==> config.mk <==
export PLATFORM = sky130hd
export DESIGN_NAME = vram_arbiter
export DESIGN_NICKNAME = d
export VERILOG_FILES = /design/src/rtl/vram_arbiter.sv
export SDC_FILE = /design/constraint.sdc
export NUM_CORES = 1
export LEC_CHECK = 0
export BUFFER_PORTS_ARGS = -buffer_cell sky130_fd_sc_hd__clkbuf_2
export CORE_AREA = 4 4 82 115
export DETAILED_ROUTE_END_ITERATION = 10
export DIE_AREA = 0 0 86 119
export GPL_ROUTABILITY_DRIVEN = 1
export HOLD_SLACK_MARGIN = 0.05
export PLACE_DENSITY = 0.67
export SYNTH_ARGS = -nofsm -noshare
export SYNTH_HDL_FRONTEND = slang
export SYNTH_SLANG_ARGS = --single-unit
==> constraint.sdc <==
create_clock -name mclk -period 3.3 [get_ports mclk]
set_clock_uncertainty 0.1 [all_clocks]
set_input_delay 0.165 -clock mclk [delete_from_list [all_inputs] [get_ports mclk]]
set_output_delay 0.165 -clock mclk [all_outputs]
set_load 0.05 [all_outputs]
==> src/rtl/vram_arbiter.sv <==
// Two-client (video/CPU) arbiter for a single-port async SRAM.
// Video has priority; a CPU request is forced through after STARVE_MAX consecutive video grants.
module vram_arbiter #(
  parameter int STARVE_MAX = 4
) (
  input  logic        mclk,
  input  logic        rst_n,
  input  logic        vid_req,
  input  logic [17:0] vid_addr,
  output logic [15:0] vid_data,
  output logic        vid_stb,
  input  logic        cpu_req,
  input  logic        cpu_rnw,
  input  logic [17:0] cpu_addr,
  input  logic [15:0] cpu_wdata,
  input  logic [1:0]  cpu_be,
  output logic [15:0] cpu_rdata,
  output logic        cpu_ack,
  output logic [17:0] sram_a,
  output logic [15:0] sram_dq_o,
  output logic        sram_dq_oe,
  input  logic [15:0] sram_dq_i,
  output logic        sram_we_n,
  output logic        sram_oe_n,
  output logic        sram_ub_n,
  output logic        sram_lb_n
);

  localparam int CW = (STARVE_MAX < 1) ? 1 : $clog2(STARVE_MAX + 1);
  localparam logic [CW-1:0] STARVE_LIM = CW'(STARVE_MAX);

  typedef enum logic [2:0] {IDLE, RD, RDONE, WR1, WR2, WDONE} state_t;

  state_t        state_q;
  logic [CW-1:0] starve_q;
  logic          cpu_sel_q;
  logic          cpu_win_d;
  logic          vid_win_d;

  // The CPU only beats a pending video request once it has been starved long enough.
  always_comb begin
    cpu_win_d = cpu_req && (!vid_req || (starve_q == STARVE_LIM));
    vid_win_d = vid_req && !cpu_win_d;
  end

  always_ff @(posedge mclk or negedge rst_n) begin
    if (!rst_n) begin
      state_q    <= IDLE;
      starve_q   <= '0;
      cpu_sel_q  <= 1'b0;
      sram_a     <= '0;
      sram_dq_o  <= '0;
      sram_dq_oe <= 1'b0;
      sram_we_n  <= 1'b1;
      sram_oe_n  <= 1'b1;
      sram_ub_n  <= 1'b1;
      sram_lb_n  <= 1'b1;
      vid_stb    <= 1'b0;
      vid_data   <= '0;
      cpu_ack    <= 1'b0;
      cpu_rdata  <= '0;
    end else begin
      vid_stb <= 1'b0;
      cpu_ack <= 1'b0;
      case (state_q)
        IDLE: begin
          // Strobes are registered here so they are already valid in the first access cycle.
          if (vid_win_d) begin
            sram_a    <= vid_addr;
            cpu_sel_q <= 1'b0;
            sram_oe_n <= 1'b0;
            sram_ub_n <= 1'b0;
            sram_lb_n <= 1'b0;
            state_q   <= RD;
            if (cpu_req && (starve_q != STARVE_LIM)) starve_q <= starve_q + CW'(1);
          end else if (cpu_win_d) begin
            sram_a    <= cpu_addr;
            cpu_sel_q <= 1'b1;
            starve_q  <= '0;
            if (cpu_rnw) begin
              sram_oe_n <= 1'b0;
              sram_ub_n <= 1'b0;
              sram_lb_n <= 1'b0;
              state_q   <= RD;
            end else begin
              sram_dq_o  <= cpu_wdata;
              sram_dq_oe <= 1'b1;
              sram_ub_n  <= ~cpu_be[1];
              sram_lb_n  <= ~cpu_be[0];
              state_q    <= WR1;
            end
          end
        end
        RD: begin
          sram_oe_n <= 1'b1;
          sram_ub_n <= 1'b1;
          sram_lb_n <= 1'b1;
          if (cpu_sel_q) begin
            cpu_rdata <= sram_dq_i;
            cpu_ack   <= 1'b1;
          end else begin
            vid_data <= sram_dq_i;
            vid_stb  <= 1'b1;
          end
          state_q <= RDONE;
        end
        RDONE: state_q <= IDLE;
        WR1: begin
          sram_we_n <= 1'b0;
          state_q   <= WR2;
        end
        WR2: begin
          // WE rises while data and lanes are still driven for hold time.
          sram_we_n <= 1'b1;
          cpu_ack   <= 1'b1;
          state_q   <= WDONE;
        end
        WDONE: begin
          sram_dq_oe <= 1'b0;
          sram_ub_n  <= 1'b1;
          sram_lb_n  <= 1'b1;
          state_q    <= IDLE;
        end
        default: state_q <= IDLE;
      endcase
    end
  end

endmodule

---- Yosys cells after proc, flatten, opt, wreduce, memory -nomap -nowiden ----
Index checks and enable logic that the tools add are counted.
storage, ports and cells
  flip-flop bits (word level) ............. 80
  output and inout bits ................... 73
  word-level logic and storage cells ...... 85
operators by class
  add/subtract/negate cells ............... 1
  equality and inequality tests ........... 12
  multiplexer cells ....................... 32
  bitwise logic cells ..................... 5
  reduce and logical (&&, ||, !) cells .... 21
operators by type and width
  kind                                                                   count
  18-bit two-way mux                                                     2
  1-bit two-way mux                                                      17
  3-bit two-way mux                                                      5
  1-bit one-hot mux with 2 select lines                                  6
  3-bit one-hot mux with 4 select lines                                  1
  2-bit nonzero test                                                     5
  3-bit equality test, second input constant                             3
  3-bit != test, second input constant                                   3
  2-bit AND reduction                                                    4
  4-bit AND reduction                                                    2
  2-bit != test, second input constant                                   3
  3-bit AND reduction                                                    2
  1-bit NOT                                                              5
  3-bit by 1-bit adder with 3-bit output, second input constant          1
  3-bit by 1-bit equality test with 1-bit output, second input constant  1
  3-bit by 2-bit equality test with 1-bit output, second input constant  1
  1-bit logical AND                                                      3
  3-bit logical NOT                                                      1
  1-bit logical NOT                                                      2
  2-bit two-way mux                                                      1
  2-bit by 1-bit != test with 1-bit output, second input constant        1
  2-bit OR reduction                                                     1
  1-bit logical OR                                                       1

---- Logic depth before layout (Yosys ltp) ----
Gate-level depths: netlist of run 1.
  depth after elaboration ................. 7
  depth in mapped cells ................... 8
  gate-level depth less buffers ........... 6

---- Least setup slack after synthesis of run 1 ----
OpenSTA, ideal clock, no wires.
  kind .................................... register to register
  from .................................... reg state_q[1]
  to ...................................... reg vid_data[10]
  setup time .............................. 125 ps
  data arrival time ....................... 1552 ps
  slack ................................... 1523 ps
  cell stages (with the launch flop) ...... 6
  period minus slack after synthesis ...... 1777 ps
  cell sequence ........................... dfrtp_1 inv_2 nand2_1 nor3_4 buf_4 mux2_2
on the way
  word-level cells in the longest chain between the ends .. 2
RTL lines
  element                                         line  RTL
  start, declared                                 34    state_t state_q;
  start signal, assigned                          48    state_q <= IDLE;
  start signal, assigned                          74    state_q <= RD;
  start signal, assigned                          84    state_q <= RD;
  3-bit by 1-bit equality test with 1-bit output  65    case (state_q)
  2-bit AND reduction (no line)                   n/a
  end signal, assigned                            102   vid_data <= sram_dq_i;
  end, declared                                   10    output logic [15:0] vid_data,
No other way between the ends.
A chain may end at the register's enable or synchronous reset.

---- Worst setup path in the final report of run 1 ----
  from .................................... reg starve_q[1]
  to ...................................... reg sram_a[6]
on the way
  word-level cells in the longest chain between the ends .. 7
  elaborated cells between the ends (all ways) .. 8
  classes of those cells .................. 1 x eq/ne; 1 x mux; 6 x reduce/logical
RTL lines
  element                        line  RTL
  start, declared                35    logic [CW-1:0] starve_q;
  start signal, assigned         75    if (cpu_req && (starve_q != STARVE_LIM)) starve_q <= starve_q + CW'(1);
  3-bit equality test (*)        42    cpu_win_d = cpu_req && (!vid_req || (starve_q == STARVE_LIM));
  1-bit logical OR (*)           42
  1-bit logical AND (*)          42
  1-bit logical NOT              43    vid_win_d = vid_req && !cpu_win_d;
  1-bit logical AND              43
  2-bit nonzero test (no line)   n/a
  2-bit AND reduction (no line)  n/a
  end signal, assigned           69    sram_a <= vid_addr;
  end signal, assigned           77    sram_a <= cpu_addr;
  end, declared                  19    output logic [17:0] sram_a,
Mark *: on every way between the ends. The rest lies on a longest branch, timed or not.

==> metrics, run 1 <==
status finished clean; Layout area overhead 55.50%; Peak VDD IR 0.0005856 V; CTS Buf Count 9; Min Hold Slack approximately 0.11 ns; Yosys Warn Count 0; antenna viol nets, final 0; Power Dens Cells between 1000 and 1500 nW/um^2; row count 40; Area after DPL ~4000 sq um; placed cell count between 500 and 600; post-route cell area slightly above 5000 sq um; cell count after synthesis roughly 260; Mapped Nets ~340; fin cells between 500 and 600; layer with the highest usage met2; HPWL after DPL 5671 microns; worst path bufs/invs 2; crit-path cells inv_1 > ha_1 > nand3_1 > and2_1 > nand2_1 > a31oi_1 > dlygate4sd3_1; Die W 86 microns; DRC violations left 0; unrepaired setup endpoints after global routing false; M1 GR Usage 0.2025; top cells by area, synth dfrtp_1, mux2_2, nand2_1, a31oi_1, dfstp_2; diode count 0; worst min-delay path class primary input to flip-flop; root buf cell clkbuf_16; initial drt markers about 150; area of the multi-input gates about 1200 sq um; worst path required time 3.47 ns; final WL between 8000 and 9000 microns; first-pass GRT wire length 14720 microns; H-tree depth 3; Core Area between 8000 and 9000 sq um; post-synth top area share 0.5786; Storage cell area 2007 sq um; Final nets between 500 and 600; worst-skew pair later-pin latency around 0.32 ns; gr usage total 0.1832; max-cap violations 0; post-synthesis cell type count 34; Worst-path clk slew 0.06 ns; GPL Wtd Cong about 0.77; number of synthesized flops with an enable pin 0; Worst EP arrival roughly 2.6 ns; CTS tree done; Tcrit/Tclk final 0.7433; Final Slew Violations 0; vias per cell between 4 and 5; post-synthesis cell area 3287 sq um; IO Pins ~150; crit path max-delay cell type and2_1; total gr overflow 0; Max stage delay on crit path about 0.58 ns; Die Y around 120 microns; setup total negative slack 0 ns; f_max slightly above 0.4 GHz; fill count a little under 700; DR pass1 iterations 4; initial antenna violation count 0; Setup crit end kind flip-flop; clock tree sinks 80; largest net degree at the start of global routing a little over 80; syn avg cell area between 10 and 15 sq um; IO buf count around 150; Starting Density 0.3886; vias between 2k and 3k; critical path class flip-flop to flip-flop; crit path launch type flip-flop; Fin. Hold Viols 0; share of cells above drive strength 1 0.4568; delay-heaviest family, CP simple AND/OR/NAND/NOR gates; Util after Layout 0.6043; grt met2 use 0.3263; largest area contributor in the netlist dfrtp_1; Leakage around 2.5 nW; WL/cell about 15 microns; die area 10230 sq um; worst-case clock buffer depth 2; grt met3 use 0.02837; synthesized flop and latch total 80; Post-CTS Setup Inserts 0; Period minus WS final 2.453 ns; CP Max Fanout 18; top_reg_cell synth dfrtp_1; asr flop ratio synth 1.000; final setup fails 0; Slew HR 0.3382; Seq/Total Area, Yosys 0.6106; vias in the first global route a little over 3k; worst-margin pin slew 0.9928 ns
-- per-layer routing --
metal / share of wire / up-vias
met1: 0.36 / 1365
met4: 0.033 / 0
met2: 0.55 / 105
met3: 0.050 / 21
li1: - / 1341
met5: 0 / -
-- kinds of logic after synthesis --
| group | after synthesis | synth area share |
|---|---|---|
| AO/OA/AOI/OAI | 36 | 0.06928 |
| AND/OR/NAND/NOR | 74 | 0.1051 |
| multiplexers | 49 | 0.1759 |
| flip-flops | 80 | 0.6106 |
| buffers and inverters | 21 | 0.03159 |
| adder cells (fa/ha/maj) | 2 | 0.007612 |
-- cell usage after synthesis (2+ instances only) --
cell type	n
a21oi_1	3
a31oi_1	18
buf_2	5
buf_4	3
clkbuf_1	4
dfrtp_1	76
dfstp_2	4
ha_1	2
inv_1	6
mux2_2	42
mux2_4	7
nand2_1	41
nand3_1	3
nor2_1	20
nor3_4	2
o21ai_0	6
o221ai_1	2
o31ai_1	2
-- where the power goes --
part | internal, W | switching, W | leakage, nW
Clock | 0.000581 | 0.000368 | 0.138
Combinational | 0.00104 | 0.00230 | 1.39
Sequential | 0.00149 | 0.000297 | 0.942
Total | 0.00311 | 0.00296 | 2.47
-- placed cells by master, fill, tap and decap left out, types with 2 or more instances in the layout --
master / count
nor2_1: 20
buf_4: 4
o31ai_1: 2
dfstp_2: 4
a31oi_1: 18
mux2_4: 7
nand3_1: 3
clkbuf_2: 146
inv_1: 6
clkinvlp_4: 2
dfrtp_1: 76
dlygate4sd3_1: 72
mux2_2: 42
o21ai_0: 6
ha_1: 2
nor3_4: 2
a21oi_1: 3
o221ai_1: 2
clkbuf_16: 9
nand2_1: 41
clkinv_2: 3
-- tightest hold or removal path: cells and delay by family --
family                 cells  cell delay [ns]
AO/OA/AOI/OAI              1             0.13
buffers and inverters      1             0.10
AND/OR/NAND/NOR            2             0.09
-- final timing paths --
path,from,to,slack (ns),depth (start not counted)
hold / removal,cpu_rnw,state_q[1]$_DFFE_PN0P_,0.11,4
hold reg to reg,starve_q[2]$_DFFE_PN0P_,starve_q[2]$_DFFE_PN0P_,0.40,1
setup reg to reg,starve_q[1]$_DFFE_PN0P_,sram_a[6]$_DFFE_PN0P_,0.85,7
setup / recovery,starve_q[1]$_DFFE_PN0P_,sram_a[6]$_DFFE_PN0P_,0.85,7
min in group asynchronous,rst_n,vid_data[12]$_DFFE_PN0P_,0.44,2
max in group asynchronous,rst_n,sram_a[10]$_DFFE_PN0P_,2.01,2
-- final cells by class --
class | count | share of cell area
clock buffers | 10 | 0.04480
clock inverters | 6 | 0.01175
inverters | 7 | 0.005141
multi-input cells | 161 | 0.2301
flip-flops and latches | 80 | 0.3927
well taps | 105 | 0.02570
repair buffers | 222 | 0.2898
-- state kept, by name, indices dropped and copies added (netlist names), 3 cells and up --
register / cells
starve_q: 3
state_q: 3
sram_dq_o: 16
cpu_rdata: 16
sram_a: 18
vid_data: 16
-- stage by stage --
stage | setup slack, ns | total power, W
final | 0.8472 | 0.006076
after global routing | 0.6925 | 0.006401
after CTS | 0.9116 | 0.006114
after detailed placement | 0.9550 | 0.004887
after global placement | 1.032 | 0.004826
after floorplan | 1.523 | 0.004155
-- what timing repair did --
action | 4_1_cts | 5_1_grt
hold buffers | 72 | 0
gates resized for setup | 0 | 0
hold endpoints to repair | 145 | 0
No activity file was read; power rests on OpenSTA's default activity.
==> inputs of run 2 (changes only) <==
Settings changed: ABC_AREA set to 1, CORE_AREA 4 4 82 115 to 4 4 86 121, DIE_AREA 0 0 86 119 to 0 0 90 125, PLACE_DENSITY 0.67 to 0.68.
Clock period 3.3 ns to 2.2 ns, I/O delays scaled along.
==> run 2 against run 1 <==
Compared with the run above: worst hold slack lost 0.026 ns; power up 50%; non-clock buffer count increased by 4; via count rose by 19%; synthesized cell count rose by 54%; global-route usage fell by 0.55 points; sequential share of layout area shrank 2.7 points; clock-buffer cell count grew 2; sequential power grew 49%; design area is 7.3% higher.
==> metrics, run 2 <==
status finished clean (unchanged); first-pass GRT wire length 16420 microns (was 14720 microns); Min Hold Slack 0.08224 ns (was 0.1084 ns); antenna viol nets, final 0 (unchanged); GPL Wtd Cong 0.7242 (was 0.7662); Reg with most FFs sram_a (unchanged); Final nets 699 (was 558); IO Pins 148 (unchanged); Place WS 0.5574 ns (was 0.9550 ns); Yosys Warn Count 0 (unchanged); Layout area overhead 50.02% (was 55.50%); vias in the first global route 3462 (was 3059); initial antenna violation count 0 (unchanged); post-synth top area share 0.5204 (was 0.5786); Synth top cells by count nand2_1, dfrtp_1, inv_1 (was dfrtp_1, mux2_2, nand2_1); largest area contributor in the netlist dfrtp_1 (unchanged); Core Area 9301 sq um (was 8458 sq um); final WL 9879 microns (was 8817 microns); Starting Density 0.3929 (was 0.3886); Synth Area in Compound Gates 0.09038 (was 0.06928); Tcrit/Tclk final 0.9443 (was 0.7433); Leakage 3.008 nW (was 2.475 nW); Power Dens Cells 1661 nW/um^2 (was 1189 nW/um^2); DRC violations left 0 (unchanged); max-cap violations 0 (unchanged); initial drt markers 115 (was 152); Max stage delay on crit path 0.56 ns (was 0.58 ns); root buf cell clkbuf_16 (unchanged); total power draw 0.009106 W (was 0.006076 W); IO buf count 147 (unchanged); final setup margin 0.1225 ns (was 0.8472 ns); HPWL after DPL 6632 microns (was 5671 microns); Worst-path clk slew 0.06 ns (about the same); synthesized flop and latch total 80 (unchanged); largest net degree at the start of global routing 38 (was 81); DR pass1 iterations 4 (unchanged); top_reg_cell synth dfrtp_1 (unchanged); Worst EP arrival 2.19 ns (was 2.62 ns); vias 3374 (was 2832); final setup fails 0 (unchanged); CTS tree done (unchanged); Area after DPL 4447 sq um (was 4101 sq um); Die W 90 microns (was 86 microns); WL/cell 13.40 microns (was 14.92 microns); row count 42 (was 40); total gr overflow 0 (unchanged); number of synthesized flops with an enable pin 0 (unchanged); worst-margin pin slew 0.4662 ns (was 0.9928 ns); clock tree sinks 80 (unchanged); count leader, synth nand2_1 (was dfrtp_1); Peak VDD IR 0.0008651 V (was 0.0005856 V); post-synthesis cell area 3655 sq um (was 3287 sq um); diode count 0 (unchanged); Mapped Nets 480 (was 339); Fin. Hold Viols 0 (unchanged); Util after Layout 0.5895 (was 0.6043); CP Max Fanout 20 (was 18); crit-path cells inv_1 > ha_1 > nand2_1 > nand2_1 > nand2_2 > buf_12 > nand3b_1 > nand3_1 > dlygate4sd3_1 > nand2_1 (was inv_1 > ha_1 > nand3_1 > and2_1 > nand2_1 > a31oi_1 > dlygate4sd3_1); Final Slew Violations 0 (unchanged); cell count after synthesis 403 (was 262); Post-Synth Simple-Gate Area 0.2616 (was 0.1051); worst min-delay path class primary input to flip-flop (unchanged); Seq/Total Area, Yosys 0.5491 (was 0.6106); gr usage total 0.1778 (was 0.1832); max reg flops 18 (unchanged); post-route cell area 5483 sq um (was 5111 sq um); commonest cells after routing, fill and taps aside clkbuf_2, nand2_1, dfrtp_1 (was clkbuf_2, dfrtp_1, dlygate4sd3_1); Critical Path Most Common Cell nand2_1; vias per cell 4.578 (was 4.792); Post-Synth Adder-Cell Area 0.006847 (was 0.007613); area of the multi-input gates 1331 sq um (was 1176 sq um); H-tree depth 3 (unchanged); worst path required time 2.32 ns (was 3.47 ns); Die Y 125 microns (was 119 microns); CTS Buf Count 9 (unchanged); post-synthesis cell type count 28 (was 34); Slew HR 0.6892 (was 0.3382); Period minus WS final 2.078 ns (was 2.453 ns); Post-Synth XOR/XNOR Area 0.002396 (was 0); crit path max-delay cell type dlygate4sd3_1 (was and2_1); asr flop ratio synth 1.000 (unchanged); worst-skew pair later-pin latency 0.33 ns (was 0.32 ns); mux share of post-synthesis cell area 0 (was 0.1759); most common cell after layout, fill and taps aside clkbuf_2 (unchanged); top cells by area, synth dfrtp_1, nand2_1, o21ai_2, nand3_1, inv_1 (was dfrtp_1, mux2_2, nand2_1, a31oi_1, dfstp_2); syn avg cell area 9.069 sq um (was 12.55 sq um); crit path launch type flip-flop (unchanged); largest family of logic cells by synthesized area simple AND/OR/NAND/NOR gates (was multiplexers); f_max 0.4813 GHz (was 0.4077 GHz); Setup crit end kind flip-flop (unchanged); worst-case clock buffer depth 2 (unchanged); share of cells above drive strength 1 0.3557 (was 0.4568); die area 11250 sq um (was 10230 sq um); Storage cell area 2007 sq um (unchanged); fill count 803 (was 680); critical path class flip-flop to flip-flop (unchanged)
-- run 2: cell count changes in the layout (fill, tap and decap cells not counted), moves of 7 or more --
cell and delta:
mux2_4 -7, nand2_1 +96, o21ai_2 +33, nand3b_1 +17, a31oi_1 -18, nand3_1 +33
mux2_2 -42, inv_1 +40, nor2_1 -14
-- run 2: critical path: cells and delay by family, from the launching register on --
kind	cells	cell delay [ns]
simple gates	6	0.53
flops	1	0.35
fa+ha+maj	1	0.20
buf+inv	3	0.78
-- run 2: worst paths after layout --
| path | startpoint | cells after the start | slack [ns] | end |
|---|---|---|---|---|
| setup / recovery | starve_q[0]$_DFFE_PN0P_ | 10 | 0.12 | sram_a[6]$_DFFE_PN0P_ |
| hold / removal | cpu_rnw | 4 | 0.08 | sram_dq_o[11]$_DFFE_PN0P_ |
| setup reg to reg | starve_q[0]$_DFFE_PN0P_ | 10 | 0.12 | sram_a[6]$_DFFE_PN0P_ |
| hold reg to reg | sram_we_n$_DFFE_PN1P_ | 2 | 0.37 | sram_we_n$_DFFE_PN1P_ |
| max in group asynchronous | rst_n | 3 | 1.11 | sram_oe_n$_DFFE_PN1P_ |
| min in group asynchronous | rst_n | 2 | 0.18 | vid_data[4]$_DFFE_PN0P_ |
-- run 2: timing repair --
action | in CTS | in global routing
resized for setup | 0 | 10
buffers inserted | 0 | 1
hold buffers | 71 | 0
hold endpoints to repair | 106 | 0
setup endpoints to repair | 0 | 18
-- run 2: kinds of logic (layout without fill, tap and decap cells) --
kind of cell    after synthesis  count (layout)
compound gates               41              41
xor+xnor                      1               1
fa+ha+maj                     2               2
buf+inv                      70             294
flops                        80              80
simple gates                209             209
-- run 2: power breakdown --
| group | total [W] | switching (W) | leakage (nW) | internal (W) |
|---|---|---|---|---|
| combinational | 0.00508 | 0.00379 | 1.88 | 0.00129 |
| sequential | 0.00266 | 0.000435 | 0.983 | 0.00222 |
| clock | 0.00137 | 0.000549 | 0.142 | 0.000817 |
| total | 0.00911 | 0.00477 | 3.01 | 0.00433 |
-- run 2: final cells by class --
| class | count | share of cell area |
|---|---|---|
| flip-flops and latches | 80 | 0.3660 |
| repair buffers | 226 | 0.2786 |
| multi-input cells | 253 | 0.2428 |
| clock buffers | 12 | 0.04678 |
| inverters | 51 | 0.03560 |
| well taps | 110 | 0.02510 |
| clock inverters | 4 | 0.003651 |
| repair inverters | 1 | 0.001369 |
-- run 2: per-stage QoR --
stage / std cells / TNS (ns)
floorplan: 403 / 0
global placement: 648 / 0
detailed placement: 648 / 0
CTS: 735 / 0
global route: 737 / -0.006871
finish: 737 / 0
-- run 2: layer usage --
metal / routed length, microns / global-route usage
met1: 3943 / 0.1966
met2: 5138 / 0.3169
met3: 633 / 0.06010
met4: 164 / 0.06222
met5: 0 / 0
==> inputs of run 3 (changes only) <==
Settings changed: CORE_AREA 4 4 86 121 to 4 4 83 115, DIE_AREA 0 0 90 125 to 0 0 87 119, PLACE_DENSITY 0.68 to 0.74.
==> run 3 against run 2 <==
Compared with the run above: combinational power hardly changed; core utilization is 5.3 points higher; via count rose by 3.1%; non-clock buffer count is 2 lower; wire length about the same; die area fell by 8.0%; global-route usage grew 2.3 points; first-iteration DRC count up 31%; sequential share of layout area decreased by 0.083 points; clock power grew 18%; register-to-register slack gained 0.02 ns; critical path type unchanged; largest power group unchanged.
==> metrics, run 3 (synthesis results as in run 2) <==
status finished clean (unchanged); Min Hold Slack 0.09460 ns (was 0.08224 ns); GPL Wtd Cong 0.7970 (was 0.7242); first-pass GRT wire length 16570 microns (was 16420 microns); DR pass1 iterations 5 (was 4); Leakage 3.007 nW (was 3.008 nW); Final nets 697 (was 699); Die W 87 microns (was 90 microns); final setup margin 0.1468 ns (was 0.1225 ns); final WL 9888 microns (was 9879 microns); CTS tree done (unchanged); largest net degree at the start of global routing 46 (was 38); delay-heaviest family, CP buffers and inverters (unchanged); IO Pins 148 (unchanged); vias 3479 (was 3374); min-delay src cpu_rnw (unchanged); Internal 0.004558 W (was 0.004332 W); worst min-delay path class primary input to flip-flop (unchanged); root buf cell clkbuf_16 (unchanged); initial drt markers 151 (was 115); worst-skew pair later-pin latency 0.32 ns (was 0.33 ns); Period minus WS final 2.053 ns (was 2.078 ns); commonest cells after routing, fill and taps aside clkbuf_2, nand2_1, dfrtp_1 (unchanged); H-tree depth 3 (unchanged); Net Switching 0.004769 W (was 0.004774 W); Reg with most FFs sram_a (unchanged); Peak VDD IR 0.001086 V (was 0.0008651 V); crit path launch type flip-flop (unchanged); Slew HR 0.6128 (was 0.6892); Starting Density 0.4270 (was 0.3929); clock tree sinks 80 (unchanged); total gr overflow 0 (unchanged); initial antenna violation count 0 (unchanged); Critical Path Most Common Cell nand2_1 (unchanged); Worst-path clk slew 0.06 ns (about the same); gr usage total 0.2006 (was 0.1778); fin cells 730 (was 737); setup total negative slack 0 ns (unchanged); vias per cell 4.766 (was 4.578); Comb pwr share 0.544 (was 0.558); Core Area 8558 sq um (was 9301 sq um); crit path max-delay cell type dlygate4sd3_1 (unchanged); Setup crit end kind flip-flop (unchanged); Worst EP arrival 2.16 ns (was 2.19 ns); clock power share 0.172 (was 0.150); Tcrit/Tclk final 0.9333 (was 0.9443); Die Y 119 microns (was 125 microns); Place WS 0.5365 ns (was 0.5574 ns); vias in the first global route 3681 (was 3462); f_max 0.4871 GHz (was 0.4813 GHz); worst path required time 2.31 ns (was 2.32 ns); max reg flops 18 (unchanged); final setup fails 0 (unchanged); WL/cell 13.55 microns (was 13.40 microns); Seq pwr share 0.284 (was 0.292); critical path class flip-flop to flip-flop (unchanged); placed cell count 641 (was 648); max-cap violations 0 (unchanged); IO buf count 147 (unchanged); Max stage delay on crit path 0.57 ns (was 0.56 ns); die area 10350 sq um (was 11250 sq um); antenna viol nets, final 0 (unchanged); worst-case clock buffer depth 2 (unchanged); CP Max Fanout 20 (unchanged); Power Dens Cells 1697 nW/um^2 (was 1661 nW/um^2); row count 40 (was 42); crit-path cells inv_1 > ha_1 > nand2_1 > o21ai_1 > buf_4 > nand2_1 > nand3_1 > dlygate4sd3_1 > nand2_1 (was inv_1 > ha_1 > nand2_1 > nand2_1 > nand2_2 > buf_12 > nand3b_1 > nand3_1 > dlygate4sd3_1 > nand2_1); Sw Share 0.5114 (was 0.5243); Layout area overhead 50.36% (was 50.02%); HPWL after DPL 6366 microns (was 6632 microns); Final Slew Violations 0 (unchanged); Worst R2R Start starve_q[0]$_DFFE_PN0P_ (unchanged); worst-margin pin slew 0.5808 ns (was 0.4662 ns); Fin. Hold Viols 0 (unchanged); DRC violations left 0 (unchanged); diode count 0 (unchanged); share of cells above drive strength 1 0.3488 (was 0.3557); most common cell after layout, fill and taps aside clkbuf_2 (unchanged); worst path bufs/invs 3 (unchanged); CP Launch Point starve_q[0]$_DFFE_PN0P_ (unchanged); CTS Buf Count 9 (unchanged)
-- run 3: final cells by class --
type                            count  area [sq um]
Clock inverter                      3         65.06
Inverter                           51         195.2
Fill cell                         675          3063
Tap cell                          105         131.4
Multi-Input combinational cell    253          1323
Timing Repair inverter              1         7.507
Clock buffer                       13         260.3
Timing Repair Buffer              224          1506
Sequential cell                    80          2007
-- run 3: through the flow --
stage | util | total power [W] | instance area, sq um
2_1_floorplan | - | 0.006408 | 3655
3_3_place_gp | 0.5171 | 0.007366 | 4425
3_5_place_dp | 0.5171 | 0.007476 | 4425
4_1_cts | 0.6382 | 0.009363 | 5461
5_1_grt | 0.6421 | 0.009892 | 5495
6_report | 0.6421 | 0.009327 | 5495
-- run 3: per-layer routing --
layer / up-vias / global-route usage / part of all wire
met5: - / 0 / 0
met1: 1626 / 0.2181 / 0.36
li1: 1687 / - / -
met2: 131 / 0.3588 / 0.54
met4: 0 / 0.09649 / 0.036
met3: 35 / 0.04291 / 0.056
-- run 3: repair_timing --
action / CTS / global route
hold endpoints to repair: 107 / 0
hold buffers: 71 / 0
buffers inserted: 0 / 1
setup endpoints to repair: 0 / 18
gates resized for setup: 0 / 6
-- run 3: path summary, 6_finish.rpt --
| check | endpoint | slack, ns | depth (start not counted) |
|---|---|---|---|
| worst max-delay path | sram_a[9]$_DFFE_PN0P_ | 0.15 | 9 |
| worst min-delay path | sram_dq_o[10]$_DFFE_PN0P_ | 0.09 | 4 |
| worst max register to register | sram_a[9]$_DFFE_PN0P_ | 0.15 | 9 |
| worst min register to register | sram_oe_n$_DFFE_PN1P_ | 0.37 | 2 |
| max in group asynchronous | cpu_rdata[9]$_DFFE_PN0P_ | 1.04 | 3 |
| min in group asynchronous | sram_a[1]$_DFFE_PN0P_ | 0.23 | 2 |
-- run 3: worst register-to-register path, delay by kind of cell, from the launching register on --
family                     cells  cell delay [ns]
buffers and inverters          3             0.91
DFF                            1             0.38
and+or+nand+nor                4             0.29
adders and majority gates      1             0.15
AOI/OAI and AO/OA              1             0.11
-- run 3: power by group through the flow --
| stage | clock network (W) | logic (W) | registers (W) |
|---|---|---|---|
| 2_1_floorplan | 0 | 0.00152 | 0.00489 |
| 3_3_place_gp | 0 | 0.00472 | 0.00265 |
| 3_5_place_dp | 0 | 0.00482 | 0.00266 |
| 4_1_cts | 0.00165 | 0.00506 | 0.00265 |
| 5_1_grt | 0.00171 | 0.00545 | 0.00274 |
| 6_report | 0.00161 | 0.00507 | 0.00265 |
